`src/rtl/spatz_vrf_warb_if.sv`:
```
// rtl/spatz_vrf_warb_if.sv - VRF write-arbiter request/grant bundle
interface spatz_vrf_warb_if #(
    parameter int unsigned NrReq   = 3,
    parameter int unsigned NrBanks = 4
);
    localparam int unsigned BW = (NrBanks > 1) ? $clog2(NrBanks) : 1;

    logic [NrReq-1:0]         req_i;
    logic [NrReq-1:0][BW-1:0] bank_i;
    logic [NrReq-1:0]         gnt_o;
    logic [NrReq-1:0]         boost_o;
    logic [15:0]              conflict_cnt_o;

    modport master (
        output req_i, bank_i,
        input  gnt_o, boost_o, conflict_cnt_o
    );

    modport slave (
        input  req_i, bank_i,
        output gnt_o, boost_o, conflict_cnt_o
    );
endinterface

```
`src/rtl/spatz_vrf_warb.sv`:
```
// rtl/spatz_vrf_warb.sv - per-bank VRF write arbiter with starvation boost
// Fixed priority per bank, overridden by requesters denied MaxStall cycles in a row.
module spatz_vrf_warb #(
    parameter int unsigned NrBanks  = 4,
    parameter int unsigned NrReq    = 3,
    parameter int unsigned MaxStall = 4
) (
    input  logic            clk_i,
    input  logic            rst_i,
    spatz_vrf_warb_if.slave bus
);
    localparam int unsigned BW = (NrBanks > 1) ? $clog2(NrBanks) : 1;
    localparam int unsigned SW = (MaxStall > 0) ? $clog2(MaxStall + 1) : 1;
    localparam logic [SW-1:0] STALL_MAX = SW'(MaxStall);

    if (MaxStall == 0) begin : g_bad_max_stall
        $error("spatz_vrf_warb: MaxStall must be at least 1");
    end
    if (NrBanks < 2 || (NrBanks & (NrBanks - 1)) != 0) begin : g_bad_nr_banks
        $error("spatz_vrf_warb: NrBanks must be a power of two >= 2");
    end

    logic [SW-1:0]    r_stall [NrReq];
    logic [15:0]      r_conflict_cnt;
    logic [NrReq-1:0] w_boost;
    logic [NrReq-1:0] w_gnt;
    logic [NrReq-1:0] w_denied;

    function automatic logic [NrReq-1:0] lowest_one(input logic [NrReq-1:0] v);
        logic [NrReq-1:0] r;
        r = '0;
        for (int i = NrReq - 1; i >= 0; i--) begin
            if (v[i]) begin
                r = '0;
                r[i] = 1'b1;
            end
        end
        return r;
    endfunction

    always_comb begin
        w_boost = '0;
        for (int i = 0; i < NrReq; i++) begin
            w_boost[i] = !rst_i && (r_stall[i] == STALL_MAX);
        end
    end

    // Each bank picks independently; a boosted candidate pre-empts fixed priority.
    always_comb begin
        logic [NrReq-1:0] cand;
        cand  = '0;
        w_gnt = '0;
        for (int b = 0; b < NrBanks; b++) begin
            for (int i = 0; i < NrReq; i++) begin
                cand[i] = bus.req_i[i] && (bus.bank_i[i] == BW'(b));
            end
            if ((cand & w_boost) != '0) begin
                w_gnt = w_gnt | lowest_one(cand & w_boost);
            end else begin
                w_gnt = w_gnt | lowest_one(cand);
            end
        end
        if (rst_i) begin
            w_gnt = '0;
        end
    end

    assign w_denied = rst_i ? '0 : (bus.req_i & ~w_gnt);

    // Bank changes do not reset the counter: only a grant or a withdrawal does.
    always_ff @(posedge clk_i) begin
        if (rst_i) begin
            for (int i = 0; i < NrReq; i++) begin
                r_stall[i] <= '0;
            end
            r_conflict_cnt <= '0;
        end else begin
            for (int i = 0; i < NrReq; i++) begin
                if (w_denied[i]) begin
                    r_stall[i] <= (r_stall[i] == STALL_MAX) ? r_stall[i] : r_stall[i] + SW'(1);
                end else begin
                    r_stall[i] <= '0;
                end
            end
            if ((w_denied != '0) && (r_conflict_cnt != 16'hFFFF)) begin
                r_conflict_cnt <= r_conflict_cnt + 16'd1;
            end
        end
    end

    assign bus.gnt_o          = w_gnt;
    assign bus.boost_o        = w_boost;
    assign bus.conflict_cnt_o = rst_i ? 16'd0 : r_conflict_cnt;
endmodule

```
`src/flat_wrapper.sv`:
```
// flat-port wrapper written by rule: the top's interface ports become plain ports
module spatz_vrf_warb_flat 
#(
    parameter int unsigned NrBanks  = 4,
    parameter int unsigned NrReq    = 3,
    parameter int unsigned MaxStall = 4
)
  (clk_i, rst_i, bus_req_i, bus_bank_i, bus_gnt_o, bus_boost_o, bus_conflict_cnt_o);
  spatz_vrf_warb_if #(.NrReq(NrReq), .NrBanks(NrBanks)) bus_i ();
  input  logic clk_i;
  input  logic rst_i;
  input wire logic [$bits(bus_i.req_i)-1:0] bus_req_i;
  input wire logic [$bits(bus_i.bank_i)-1:0] bus_bank_i;
  output wire logic [$bits(bus_i.gnt_o)-1:0] bus_gnt_o;
  output wire logic [$bits(bus_i.boost_o)-1:0] bus_boost_o;
  output wire logic [$bits(bus_i.conflict_cnt_o)-1:0] bus_conflict_cnt_o;
  assign bus_i.req_i = bus_req_i;
  assign bus_i.bank_i = bus_bank_i;
  assign bus_gnt_o = bus_i.gnt_o;
  assign bus_boost_o = bus_i.boost_o;
  assign bus_conflict_cnt_o = bus_i.conflict_cnt_o;
  spatz_vrf_warb #(.NrBanks(NrBanks), .NrReq(NrReq), .MaxStall(MaxStall)) u_core (.clk_i(clk_i), .rst_i(rst_i), .bus(bus_i));
endmodule
```
`config.mk`:
```
export PLATFORM = sky130hd
export DESIGN_NAME = spatz_vrf_warb_flat
export DESIGN_NICKNAME = d
export VERILOG_FILES = /design/src/rtl/spatz_vrf_warb_if.sv /design/src/rtl/spatz_vrf_warb.sv /design/src/flat_wrapper.sv
export SDC_FILE = /design/constraint.sdc
export NUM_CORES = 1
export LEC_CHECK = 0
export ABC_CLOCK_PERIOD_IN_PS = 6200
export CELL_PAD_IN_SITES_DETAIL_PLACEMENT = 1
export CELL_PAD_IN_SITES_GLOBAL_PLACEMENT = 1
export CORE_ASPECT_RATIO = 0.8
export CORE_MARGIN = 5
export CORE_UTILIZATION = 37
export CTS_BUF_LIST = sky130_fd_sc_hd__clkbuf_8
export DETAILED_ROUTE_END_ITERATION = 12
export HOLD_SLACK_MARGIN = 0.1
export PLACE_DENSITY_LB_ADDON = 0.1
export SLEW_MARGIN = 20
export SYNTH_ARGS = -nofsm -noshare
export SYNTH_HDL_FRONTEND = slang
export SYNTH_SLANG_ARGS = --single-unit
```
`constraint.sdc`:
```
create_clock -name clk_i -period 6.2 [get_ports clk_i]
set_input_delay 1.24 -clock clk_i [delete_from_list [all_inputs] [get_ports clk_i]]
set_output_delay 1.24 -clock clk_i [all_outputs]
set_load 0.03 [all_outputs]
```
# Word level (Yosys, flattened, before mapping)
# Memories as Yosys holds them, arrays and structs flattened.
# Index checks and enable logic that the tools add are counted.
# word_totals
regBits	16
latchBits	0
ramBits	9
rom_bits	0
input_bits	11
out_inout_bits	22
wordCells	128
mem_count	1
# mem_list
memory	words	word_bits	rd	rd_ports_with_merged_regs	wr	line	rtl
u_core.r_stall	3	3	3	0	3	spatz_vrf_warb.sv:23	logic [SW-1:0] r_stall [NrReq];
# classes
n_addsub	4
multipliers	0
n_div	0
magnitude_cmp	0
n_eq_ne	13
shifts	0
n_mux	66
bitwise	18
n_reduce_logical	25
# ops
cell	n
$mux 3	45
$mux 1	20
$or 3x3->3	6
$add 16x1->16 const B	1
$logic_and 1x1->1	16
$mux 16	1
$ne 16x16->1 const B	1
$and 3x3->3	5
$reduce_bool 3->1	5
$eq 2x2->1 const B	6
$add 3x1->3 const B	3
$eq 3x3->1 const B	3
$eq 2x1->1 const B	3
$logic_not 2->1	3
$or 1x1->1	6
$not 3->3	1
$logic_not 1->1	1

# Depth between registers and ports, before layout
# logic_depth
depth_word	22
ltp_mapped	12
mapped_depth_nobuf	11

# Least setup slack after synthesis
# Ideal clock, no wire load.
# synth_path
path_type	input-to-output
startpoint	input rst_i
endpoint	output bus_gnt_o[2]
t_arrival_ns	2.786
t_required_ns	4.960
slack_ns	2.174
path_stages	7
path_buffers	1
path_cell_list	buf_6 > and3b_1 > nand2_1 > a211o_1 > o31ai_1 > nor2_1 > nor2_1
# synth_via
elab_chain_cells	14
word_cells_on_any_way	38
classes_between	mux: 20; bitwise: 10; reduce/logical: 8
# synth_lines
item	line	rtl
start: declaration	flat_wrapper.sv:11	input logic rst_i;
$logic_not 1->1 *	spatz_vrf_warb.sv:44	w_boost[i] = !rst_i && (r_stall[i] == STALL_MAX);
$logic_and 1x1->1 *	spatz_vrf_warb.sv:44	
net bus_boost_o[2]	flat_wrapper.sv:15	output wire logic [$bits(bus_i.boost_o)-1:0] bus_boost_o;
$and 3x3->3	spatz_vrf_warb.sv:57, spatz_vrf_warb.sv:58	
$mux 3 (3 in a row)	spatz_vrf_warb.sv:33	if (v[i]) begin
$mux 3	spatz_vrf_warb.sv:57	if ((cand & w_boost) != '0) begin
$or 3x3->3, on equally long branches	spatz_vrf_warb.sv:60, spatz_vrf_warb.sv:58	
$mux 3	spatz_vrf_warb.sv:57	
$or 3x3->3, on equally long branches	spatz_vrf_warb.sv:60, spatz_vrf_warb.sv:58	
$mux 3	spatz_vrf_warb.sv:57	
$or 3x3->3, on equally long branches	spatz_vrf_warb.sv:60, spatz_vrf_warb.sv:58	
$mux 3 *	spatz_vrf_warb.sv:57	
$mux 3 *	spatz_vrf_warb.sv:63	if (rst_i) begin
end: declaration	flat_wrapper.sv:14	output wire logic [$bits(bus_i.gnt_o)-1:0] bus_gnt_o;
# Mark *: on every way through the listed nets, which the timed path passes. The rest lies on a longest branch. The select of a mux whose other input is x is not followed.

# Worst setup path after layout
# layout_path
startpoint	input rst_i
endpoint	output bus_gnt_o[2]
# layout_via
elab_chain_cells	14
word_cells_on_any_way	38
classes_between	mux: 20; bitwise: 10; reduce/logical: 8
# layout_lines
item	line
$logic_not 1->1	spatz_vrf_warb.sv:44
$logic_and 1x1->1	spatz_vrf_warb.sv:44
$and 3x3->3	spatz_vrf_warb.sv:57, spatz_vrf_warb.sv:58
$mux 3 (3 in a row)	spatz_vrf_warb.sv:33
$mux 3	spatz_vrf_warb.sv:57
$or 3x3->3, on equally long branches	spatz_vrf_warb.sv:60, spatz_vrf_warb.sv:58
$mux 3	spatz_vrf_warb.sv:57
$or 3x3->3, on equally long branches	spatz_vrf_warb.sv:60, spatz_vrf_warb.sv:58
$mux 3	spatz_vrf_warb.sv:57
$or 3x3->3, on equally long branches	spatz_vrf_warb.sv:60, spatz_vrf_warb.sv:58
$mux 3	spatz_vrf_warb.sv:57
$mux 3 *	spatz_vrf_warb.sv:63
# Every way passes the cells marked *; elsewhere a longest branch is shown, timed or not. The select of a mux whose other input is x is not followed.

==> results.toml <==
[clock_tree]
post_cts.resized_instances = 0
cts.sink_count = 25
ctsHtreeMaxLevel = 1
cts_root_buffer = "clkbuf_8"
tritoncts.num_buffers = 3
tritoncts = "built"
clock_latency_ps = 270
post_cts.repair.setup_buffers = 0
largest_buffer_count_on_any_clock_path = 2
count_of_hold_buffers_inserted_by_post_cts_repair = 0
clkTransAtPathRegs_ps = 90

[placed_design]
gpl.final_weighted_congestion = 0.8786
count_of_port_buffers_added_during_placement = 32
detailedPlacementHpwl_mm = 3.995

[detailed_routing]
drtIter0Drc = 93
drt-pass1-iter-count = 4
final_antenna_net_count = 0
drt-total-wl_mm = 5.017
detailroute.via_count = 1762
route.detailed.vias_per_inst = 5.611
post_drt_wl_per_cell_um = 15.98
drcViolationCount = 0

[global_route]
globalRoute.totalOverflow = 0
first_global_vias = 1766
global_route_wire_length_before_repair_mm = 8.500
number_of_antenna_violations_at_the_first_check_in_global_routing = 0
grt_use_total_pct = 16.30
grt_start_max_net_pins = 23

[setup_path]
timing.critical_path.to_type = "output pin"
setup.worst_path.start_class = "input port"
required_ps = 4960
worstPathArrival_ps = 4030
setup_crit_path_kind = "in -> out"
path_max_fanout = 17
ff2ff_path_depth = 11

[pwr]
ir_worst_vdd_mv = 0.09749
leakagePower_nw = 0.8138
power_per_cell_area_nw_per_um2 = 156.2

[min_path]
timing.hold.worst_path_depth = 1
hold_path_class = "reg -> reg"

[timing]
final.min_clock_period_ps = 5274
timing.hold.ws_ps = 459.0
min_period_over_period_pct = 85.06
finalMaxSlewViolations = 0
setup_viol = 0
grt_setup_unrepaired = "no"
setup-tns-final_ps = 0
fmax_mhz = 189.6
fin_worst_skew_ps = 4.467
max_slew.worst_pin.slew_ps = 927.6
max_slew_margin_vs_limit_pct = 37.93
final_hold_viol_count = 0

[floorplan]
rows = 22
core-area_um2 = 4679
floorplan.io_pins = 33
die_area_um2 = 6455
floorplan.die.width_um = 88.59
initial_utilization_pct = 39.06
die_y_um = 72.87

[synthesis]
synth_enable_flop_cells = 6
ys_ff_latch = 25
synthCells = 223
yosys_cell_types = 49
synth-seq-area-share_pct = 30.66
synth_area_leader_cell = "dfxtp_1"
syn_warnings = 0
netlist_area_um2 = 1828
syn-mean-instance-area_um2 = 8.197
synth_top_area_share_pct = 20.81
synth_top_flop_cell = "dfxtp_1"
postSynth.asyncResetShare_pct = 0
netlist_top_cells_area = "dfxtp_1 (21%), edfxtp_1 (9.9%), nor2b_1 (6.2%)"

[layout]
share_of_layout_cells_above_drive_strength_1_pct = 5.512
antenna_cells_inserted = 0
flow.area_growth_from_synthesis_pct = 22.31
num-nets-final = 273
layout_commonest_cell = "clkdlybuf4s50_1"
final.fill_count = 572
mostFrequentLayoutCells = "clkdlybuf4s50_1 (32), dfxtp_1 (19), nor2b_1 (18)"
final_util_pct = 47.78

[flow_run]
max-cap-violations = 0

[outcome]
outcome = "finished clean"
-- layer usage --
metal	share of wire, %	global-route usage (%)	vias up	wire length, um
li1	-	-	887	-
met1	49	23.72	839	2480
met2	45	25.39	31	2252
met3	5.2	2.935	5	260
met4	0.46	2.685	0	23
met5	0	0	-	0
-- synth_stat cells (5+ instances only) --
library cell and count:
dfxtp_1 19, nor2b_1 18, nand2_1 15, inv_1 14
o21ai_0 14, nand3_1 13, nor2_1 12, a21oi_1 11
o31ai_1 8, and2_1 7, ha_1 7, and3_1 6
edfxtp_1 6, or3_1 6, a211o_1 5, nand4_1 5
-- critical path, stage by stage --
cell	delay, ps
clkdlybuf4s50_1	720
nand4b_1	450
nor2_1	230
a21boi_0	120
o31ai_1	330
nor2_1	120
nor2_1	130
clkdlybuf4s50_1	690
-- flip-flops by register name, summed over array words and instances (netlist names) --
| register | cells |
|---|---|
| u_core.r_stall | 9 |
| u_core.r_conflict_cnt | 16 |
-- cells by family (layout without fill, tap and decap cells) --
logic type	count (synthesis)	in the layout	share of synthesized area, %
other	1	3	0.2051
xor gates and xnor gates	3	3	1.438
and+or+nand+nor	105	105	34.43
buffers and inverters	22	51	5.475
adders and majority gates	7	7	4.791
DFF	25	25	30.66
AOI/OAI and AO/OA	60	60	23.00
-- metrics by stage --
stage / area (um^2) / setup WS [ps] / total power [W] / instances
after floorplan: 1836 / 2174 / 0.0002278 / 225
after global placement: 2191 / 1034 / 0.0002539 / 310
after detailed placement: 2191 / 963.3 / 0.0002559 / 310
after CTS: 2236 / 942.5 / 0.0003548 / 314
after global routing: 2236 / 637.1 / 0.0003665 / 314
final: 2236 / 926.2 / 0.0003492 / 314
-- final timing paths --
| path | to | startpoint | slack (ps) |
|---|---|---|---|
| worst min register to register | u_core.r_conflict_cnt[4] | u_core.r_conflict_cnt[4] | 460 |
| worst max register to register | u_core.r_conflict_cnt[8] | u_core.r_stall[0][0] | 3250 |
| worst min-delay path | u_core.r_conflict_cnt[4] | u_core.r_conflict_cnt[4] | 460 |
| worst max-delay path | bus_gnt_o[2] | rst_i | 930 |
-- power breakdown --
group / total (W) / switching [W] / internal, W
registers: 0.000179 / 0.00000632 / 0.000172
logic: 0.0000732 / 0.0000443 / 0.0000289
clock network: 0.0000975 / 0.0000530 / 0.0000444
-- area by class of cell --
cell class,count,area [um^2],share of cell area [%]
clock inverter,1,3.754,0.1679
tap,60,75.07,3.358
timing repair buffer,33,327.8,14.66
clock buffer,3,41.29,1.847
inverter,14,52.55,2.350
multi-input combinational,178,1175,52.55
sequential,25,560.5,25.07
Power figures use the tool's default switching activity.
